<file path="config.mk">
export PLATFORM = sky130hd
export DESIGN_NAME = bs_collect
export DESIGN_NICKNAME = d
export VERILOG_FILES = /design/src/rtl/bs_pkg.sv /design/src/rtl/bs_sync_fifo.sv /design/src/rtl/bs_collect.sv
export SDC_FILE = /design/constraint.sdc
export NUM_CORES = 1
export LEC_CHECK = 0
export CAP_MARGIN = 25
export CORE_MARGIN = 1
export CORE_UTILIZATION = 55
export CTS_CLUSTER_DIAMETER = 60
export DETAILED_ROUTE_END_ITERATION = 10
export PLACE_DENSITY = 0.85
export RECOVER_POWER = 25
export SYNTH_ARGS = -nofsm -noshare
export SYNTH_HDL_FRONTEND = slang
export SYNTH_SLANG_ARGS = --single-unit
export TNS_END_PERCENT = 50
</file>
<file path="constraint.sdc">
create_clock -name clk -period 8.6 [get_ports clk]
set_input_delay 1.29 -clock clk [delete_from_list [all_inputs] [get_ports clk]]
set_output_delay 1.29 -clock clk [all_outputs]
set_load 0.02 [all_outputs]
</file>
<file path="src/rtl/bs_pkg.sv">
// Shared definitions for the bit-serial modular multiplier collector.
//   MODULUS        : modulus used by the upstream bit-serial multiplier
//   OP_LEN/PROD_LEN: default operand and product word lengths in bits
//   state_t        : collector FSM states
//   clog2()        : ceiling log2, usable in constant expressions
package bs_pkg;

  localparam int MODULUS  = 29;
  localparam int OP_LEN   = 24;
  localparam int PROD_LEN = 48;

  typedef enum logic {
    IDLE  = 1'b0,
    SHIFT = 1'b1
  } state_t;

  function automatic int clog2(input int v);
    int r;
    for (r = 0; (1 << r) < v; r++) begin
    end
    return r;
  endfunction

endpackage

</file>
<file path="src/rtl/bs_sync_fifo.sv">
// Synchronous FIFO with registered head output.
//   clk, reset : clock, asynchronous active-low reset (clears pointers)
//   i_push     : write i_data; accepted when not full, or when full and popping
//   i_pop      : remove head entry; ignored while empty
//   o_data     : head entry, forced to zero while empty
//   o_level    : occupancy 0..DEPTH
//   o_full     : DEPTH entries held
//   o_empty    : no entries held
module bs_sync_fifo
  import bs_pkg::*;
#(
  parameter int WIDTH = 48,
  parameter int DEPTH = 4
) (
  input  logic                   clk,
  input  logic                   reset,
  input  logic                   i_push,
  input  logic                   i_pop,
  input  logic [WIDTH-1:0]       i_data,
  output logic [WIDTH-1:0]       o_data,
  output logic [clog2(DEPTH):0]  o_level,
  output logic                   o_full,
  output logic                   o_empty
);

  localparam int AW = clog2(DEPTH);

  // Pointers carry one extra wrap bit so full and empty are distinguishable.
  logic [AW:0]      r_wr_ptr;
  logic [AW:0]      r_rd_ptr;
  logic [WIDTH-1:0] r_mem [DEPTH];
  logic             w_do_push;
  logic             w_do_pop;

  assign o_empty = (r_wr_ptr == r_rd_ptr);
  assign o_full  = (r_wr_ptr[AW] != r_rd_ptr[AW]) &&
                   (r_wr_ptr[AW-1:0] == r_rd_ptr[AW-1:0]);
  assign o_level = r_wr_ptr - r_rd_ptr;

  // When full, a simultaneous pop frees the head slot, which the push reuses.
  assign w_do_pop  = i_pop && !o_empty;
  assign w_do_push = i_push && (!o_full || i_pop);

  assign o_data = o_empty ? '0 : r_mem[r_rd_ptr[AW-1:0]];

  always_ff @(posedge clk or negedge reset) begin
    if (!reset) begin
      r_wr_ptr <= '0;
      r_rd_ptr <= '0;
    end else begin
      if (w_do_push) r_wr_ptr <= r_wr_ptr + 1'b1;
      if (w_do_pop)  r_rd_ptr <= r_rd_ptr + 1'b1;
    end
  end

  always_ff @(posedge clk) begin
    if (w_do_push) r_mem[r_wr_ptr[AW-1:0]] <= i_data;
  end

endmodule

</file>
<file path="src/rtl/bs_collect.sv">
// Collects LSB-first serial words framed by a one-cycle isync pulse into
// LEN-bit parallel words and queues them for a valid/ready consumer.
//   clk, reset : clock, asynchronous active-low reset
//   i, isync   : serial bit and frame-start marker (high with bit 0)
//   o_data     : head-of-queue word, valid while o_valid
//   o_valid    : queue non-empty
//   o_ready    : consumer accepts o_data on a rising edge with o_valid
//   osync      : one-cycle pulse after each completed word (pushed or dropped)
//   level      : queue occupancy 0..DEPTH
//   overrun    : sticky, a completed word was dropped on a full queue
module bs_collect
  import bs_pkg::*;
#(
  parameter int LEN   = PROD_LEN,
  parameter int DEPTH = 4
) (
  input  logic                   clk,
  input  logic                   reset,
  input  logic                   i,
  input  logic                   isync,
  output logic [LEN-1:0]         o_data,
  output logic                   o_valid,
  input  logic                   o_ready,
  output logic                   osync,
  output logic [clog2(DEPTH):0]  level,
  output logic                   overrun
);

  localparam int CNT_W = clog2(LEN);

  state_t           r_state;
  state_t           w_state_nxt;
  logic [CNT_W-1:0] r_cnt;
  logic [CNT_W-1:0] w_cnt_nxt;
  logic [LEN-1:0]   r_shreg;
  logic [LEN-1:0]   w_shreg_nxt;
  logic [LEN-1:0]   w_word;
  logic             w_push;
  logic             w_full;
  logic             w_empty;
  logic             w_drop;
  logic             r_osync;
  logic             r_overrun;

  always_ff @(posedge clk or negedge reset) begin
    if (!reset) begin
      r_state <= IDLE;
      r_cnt   <= '0;
      r_shreg <= '0;
    end else begin
      r_state <= w_state_nxt;
      r_cnt   <= w_cnt_nxt;
      r_shreg <= w_shreg_nxt;
    end
  end

  // isync takes priority in both states: it always starts a fresh word,
  // abandoning any partial one without a push.
  always_comb begin
    w_state_nxt         = r_state;
    w_cnt_nxt           = r_cnt;
    w_shreg_nxt         = r_shreg;
    w_push              = 1'b0;
    w_word              = r_shreg;
    w_word[LEN-1]       = i;
    if (isync) begin
      w_state_nxt    = SHIFT;
      w_cnt_nxt      = CNT_W'(1);
      w_shreg_nxt    = '0;
      w_shreg_nxt[0] = i;
    end else if (r_state == SHIFT) begin
      w_shreg_nxt[r_cnt] = i;
      if (r_cnt == CNT_W'(LEN - 1)) begin
        // Final bit goes straight into the pushed word via w_word.
        w_push      = 1'b1;
        w_state_nxt = IDLE;
        w_cnt_nxt   = '0;
      end else begin
        w_cnt_nxt = r_cnt + 1'b1;
      end
    end
  end

  // A full queue only drops the word if the consumer is not popping this edge.
  assign w_drop = w_push && w_full && !o_ready;

  always_ff @(posedge clk or negedge reset) begin
    if (!reset) begin
      r_osync   <= 1'b0;
      r_overrun <= 1'b0;
    end else begin
      r_osync <= w_push;
      if (w_drop) r_overrun <= 1'b1;
    end
  end

  bs_sync_fifo #(
    .WIDTH (LEN),
    .DEPTH (DEPTH)
  ) u_fifo (
    .clk     (clk),
    .reset   (reset),
    .i_push  (w_push),
    .i_pop   (o_ready),
    .i_data  (w_word),
    .o_data  (o_data),
    .o_level (level),
    .o_full  (w_full),
    .o_empty (w_empty)
  );

  assign o_valid = !w_empty;
  assign osync   = r_osync;
  assign overrun = r_overrun;

endmodule
</file>
Word-level counts from Yosys, hierarchy flattened
Memories as Yosys holds them, arrays and structs flattened.
Cells that the tools add are included.
- magnitude comparators: 2
- div/mod/pow operators: 0
- mux-type cells: 17
- add/sub/neg operators: 4
- shift operators: 0
- multipliers: 0
- reduce and logical (&&, ||, !) cells: 11
- eq/ne operators: 4
- bitwise gates (word level): 0
- operators by type and width (operator ; count):
    $mux W48 ; 3
    $bwmux W48 ; 1
    $mux W6 ; 3
    $mux W1 ; 9
    $lt A6 B7 Y1 const B ; 1
    $add A3 B1 Y3 const B ; 2
    $add A6 B1 Y6 const B ; 1
    $demux W1 S6 ; 1
    $eq A6 B6 Y1 const B ; 1
    $ge A6 B1 Y1 const B ; 1
    $logic_and A1 B1 Y1 ; 6
    $eq A3 B3 Y1 ; 1
    $logic_not A1 Y1 ; 3
    $sub A3 B3 Y3 ; 1
    $eq A2 B2 Y1 ; 1
    $reduce_bool A2 Y1 ; 1
    $logic_or A1 B1 Y1 ; 1
    $ne A1 B1 Y1 ; 1
- logic and storage cells: 46
- bits in latches: 0
- ROM bits: 0
- register bits: 63
- memory bits (writable): 192
- memories: 1
- output and inout bits: 54
- memory list (memory ; words ; width ; read ports ; clocked after memory_dff ; write ports ; RTL line ; text):
    u_fifo.r_mem ; 4 ; 48 ; 1 ; 0 ; 1 ; bs_sync_fifo.sv:31 ; logic [WIDTH-1:0] r_mem [DEPTH];

Logic depth before layout (Yosys ltp)
- word-level depth: 7
- gate-level depth with buffers: 8
- gate-level depth less buffers: 6

Modules after synthesis
From an unflattened synthesis, not the netlist that was laid out.
- cell total of the unflattened synthesis: 617
- area total of the unflattened synthesis: 10562.6 um^2
- modules (own cells, without submodules) (module ; cells an instance ; area an instance (um^2) ; sequential area each (um^2) ; instances):
    bs_sync_fifo ; 350 ; 7802.5 ; 5915.7 ; 1
    bs_collect ; 267 ; 2760.1 ; 1401.3 ; 1

Worst setup path after synthesis
No wires, ideal clock.
- path kind: input -> register
- start: input isync
- end: memory u_fifo.r_mem[3][0] (enable)
- cell stages on the path: 3
- path buffers: 1
- setup time: 0.431 ns
- slack: 4.733 ns
- arrival: 3.436 ns
- cell sequence: clkbuf_1 > nand2b_1 > nor4b_4
- cells in the longest elaborated chain, start to end: 4
- ends and longest elaborated chain (item ; RTL line ; text):
    from (decl) ; bs_collect.sv:20 ; input logic isync,
    $mux W1 ; bs_collect.sv:66 ; if (isync) begin
    $logic_and A1 B1 Y1 ; bs_sync_fifo.sv:42 ; assign w_do_push = i_push && (!o_full || i_pop);
    $mux W1 ; bs_sync_fifo.sv:57 ; if (w_do_push) r_mem[r_wr_ptr[AW-1:0]] <= i_data;
    $mux W1 (implied by the code) ; bs_sync_fifo.sv:57 ;
    to (decl) ; bs_sync_fifo.sv:31 ;
Every way passes these cells.

Final worst setup path
- start: register u_fifo.r_rd_ptr[0]
- end: output o_data[31]
- cells in the longest elaborated chain, start to end: 2
- elaborated cells between the ends (all ways): 3
- ends and longest elaborated chain (item ; RTL line ; text):
    from (decl) ; bs_sync_fifo.sv:30 ; logic [AW:0] r_rd_ptr;
    from (signal assigned) ; bs_sync_fifo.sv:52 ; if (w_do_pop) r_rd_ptr <= r_rd_ptr + 1'b1;
    $mem_v2 Z4 W48 or $eq A3 B3 Y1 (tied branches) ; n/a ;
    $mux W48 * ; bs_sync_fifo.sv:44 ; assign o_data = o_empty ? '0 : r_mem[r_rd_ptr[AW-1:0]];
    to (decl) ; bs_collect.sv:21 ; output logic [LEN-1:0] o_data,
Mark *: on every way between the ends. The rest lies on a longest branch, timed or not.

==> flow_summary.json <==
{
  "reg2reg_from": "r_cnt[5]",
  "synth_edf_count": 192,
  "powerDensity_nw_per_um2": 294,
  "cts.repair.resized": 0,
  "utilization_pct": 64.2,
  "dr.pass1.iters": 5,
  "die_h_um": 140,
  "finish.cell_count_without_fillers": 965,
  "p_total_mw": 3.53,
  "clockBufferDepth": 3,
  "fin_worst_skew_ns": 0.0186,
  "period_minus_slack_ns": 4.51,
  "leakagePower_nw": 4.17,
  "start_util_pct": 56.0,
  "ant_nets": 0,
  "num_vias": 5867,
  "slew_headroom_pct": 43.7,
  "antenna_found_initial": 0,
  "drv_cap": 0,
  "route.detailed.drc": 0,
  "cts.clk_slew.worst_paths_ns": 0.06,
  "cts.hold.buffers_added": 0,
  "endpoint_kind": "output pin",
  "fin_setup_tns_ns": 0,
  "ys_ff_latch": 254,
  "cts_buffers": 25,
  "grt_usage_pct": 21.5,
  "htreeDepth": 1,
  "synth_cell_types": 47,
  "ys_seq_area_share_pct": 69.9,
  "drt-vias-per-instance": 6.08,
  "cp-start-kind": "flip-flop",
  "fp.dieW_um": 140,
  "setup_viol": 0,
  "ys_async_sr_fraction_pct": 24.4,
  "critPathKind": "reg -> out",
  "synthFlopType": "edfxtp_1",
  "fmax_ghz": 0.222,
  "whs_path_depth": 1,
  "avgSynthCellArea_um2": 15.8,
  "worstReg2RegEnd": "u_fifo.r_mem[1][24]",
  "nets": 726,
  "grt_pass1_wl_um": 32200,
  "synth_cells": 662,
  "ios": 59,
  "irDropWorstVdd_uv": 231,
  "hold_violations": 0,
  "dr.first_iter.drc_count": 628,
  "grt_pass1_vias": 5996,
  "regArea_um2": 7320,
  "multi_input_area_um2": 2880,
  "synthesis.nets": 676,
  "drive_gt1_share_pct": 16.1,
  "clkLatencyLatePin_ns": 0.52,
  "cts_tree": "built",
  "critPathMaxFanout": 51,
  "rows": 50,
  "r2r_slack_ns": 5.55,
  "status": "finished clean",
  "crit_start": "u_fifo.r_rd_ptr[0]",
  "crit_required_ns": 7.31,
  "rsz0062_at_grt": "false",
  "num-fill-cells": 1215,
  "drv_slew": 0,
  "worst_pin_slew_ns": 0.844,
  "wl_um": 20500,
  "dieArea_um2": 19600,
  "worst_ep_arrival_time_ns": 3.22,
  "cts_setup_buffers": 0,
  "portBuffers": 58,
  "worst_r2r_path_depth": 5,
  "place_inst": 916,
  "hold_path.class": "reg -> reg",
  "timing.final.crit_share_pct": 52.4,
  "routedWlPerCell_um": 21.3,
  "worstSetupEndpoint": "o_data[31]",
  "grt_max_degree": 63,
  "diodes": 0,
  "timing.hold.ws_ns": 0.468,
  "globalplace.congestion": 0.744,
  "place_hpwl_um": 11100,
  "overflow": 0,
  "yosysWarnings": 0,
  "root_buffer": "clkbuf_16",
  "syn_area_um2": 10500,
  "syn_to_final_growth_pct": 14.8,
  "core_area_um2": 18700,
  "numClockSinks": 254
}
-- metal layers --
metal | wire length (µm) | global-route usage [%]
met5 | 0 | 0
met4 | 450 | 7.92
met3 | 1270 | 3.28
met2 | 10500 | 36.0
met1 | 8300 | 29.0
-- synthesized netlist by cell type, types with 4 or more instances --
| cell type | number | area (µm²) |
|---|---|---|
| and2_1 | 51 | 319 |
| edfxtp_1 | 192 | 5770 |
| ha_1 | 8 | 100 |
| inv_1 | 6 | 22.5 |
| nor2_1 | 22 | 82.6 |
| nand3_1 | 31 | 155 |
| mux4_2 | 48 | 1080 |
| xnor2_1 | 4 | 35.0 |
| clkbuf_1 | 24 | 90.1 |
| a21oi_1 | 50 | 250 |
| o21ai_0 | 19 | 95.1 |
| buf_2 | 14 | 70.1 |
| dfrtp_1 | 62 | 1550 |
| nand2_1 | 80 | 300 |
-- cells by family (layout without fill, tap and decap cells) --
family | count (synthesis) | in the layout | synth area share [%]
DFF | 254 | 254 | 69.9
and+or+nand+nor | 215 | 215 | 11.4
AOI/OAI and AO/OA | 73 | 73 | 3.59
muxes | 52 | 52 | 10.7
buffers and inverters | 52 | 121 | 2.61
adders and majority gates | 9 | 9 | 1.15
xor gates and xnor gates | 7 | 7 | 0.657
-- worst min-delay path by stage --
stage | from | end | slack (ns)
floorplan | r_shreg[11] | u_fifo.r_mem[0][11] | 0.47
global placement | overrun | overrun | 0.44
detailed placement | overrun | overrun | 0.46
CTS | overrun | overrun | 0.47
global route | overrun | overrun | 0.49
finish | overrun | overrun | 0.47
-- report_power, final --
part / total, mW / leakage [nW] / switching [mW] / internal, mW
combinational: 1.09 / 1.16 / 0.519 / 0.574
sequential: 1.37 / 2.61 / 0.0432 / 1.32
clock: 1.08 / 0.397 / 0.439 / 0.637
-- sequential cells by signal, indices dropped and copies added (netlist names) --
| register | count |
|---|---|
| r_state | 1 |
| osync | 1 |
| overrun | 1 |
| u_fifo.r_mem | 192 |
| u_fifo.r_rd_ptr | 3 |
| r_shreg | 47 |
| u_fifo.r_wr_ptr | 3 |
| r_cnt | 6 |
-- area by class of cell --
class	instances	share of cell area [%]
Clock inverter	12	1.16
Inverter	6	0.187
Clock buffer	34	5.57
Tap cell	234	2.44
Sequential cell	254	60.9
Multi-Input combinational cell	356	24.0
Timing Repair Buffer	69	5.71
-- critical path, stage by stage, from the launching register on --
cell	delay (ns)
dfrtp_4	0.65
ha_1	0.41
nand3_2	0.66
and2_1	0.43
clkdlybuf4s50_1	0.55
-- stage by stage --
stage	instance area, µm²	worst slack [ns]
after CTS	12000	3.49
after global placement	11200	4.14
after global routing	12000	3.76
after detailed placement	11200	4.05
final	12000	4.09
after floorplan	10500	4.73
-- placed cells by master, fill, tap and decap left out, types with 4 or more instances in the layout --
master / Yosys / final
a21oi_1: 50 / 50
inv_1: 6 / 6
edfxtp_1: 192 / 192
dfrtp_1: 62 / 60
xnor2_1: 4 / 4
nor2_1: 22 / 22
clkbuf_16: 0 / 25
mux4_2: 48 / 48
clkbuf_1: 24 / 8
clkdlybuf4s50_1: 0 / 56
buf_4: 3 / 9
nand3_1: 31 / 31
o21ai_0: 19 / 19
ha_1: 8 / 8
clkinv_2: 0 / 4
and2_1: 51 / 48
nand2_1: 80 / 80
No activity file was read; power rests on OpenSTA's default activity.
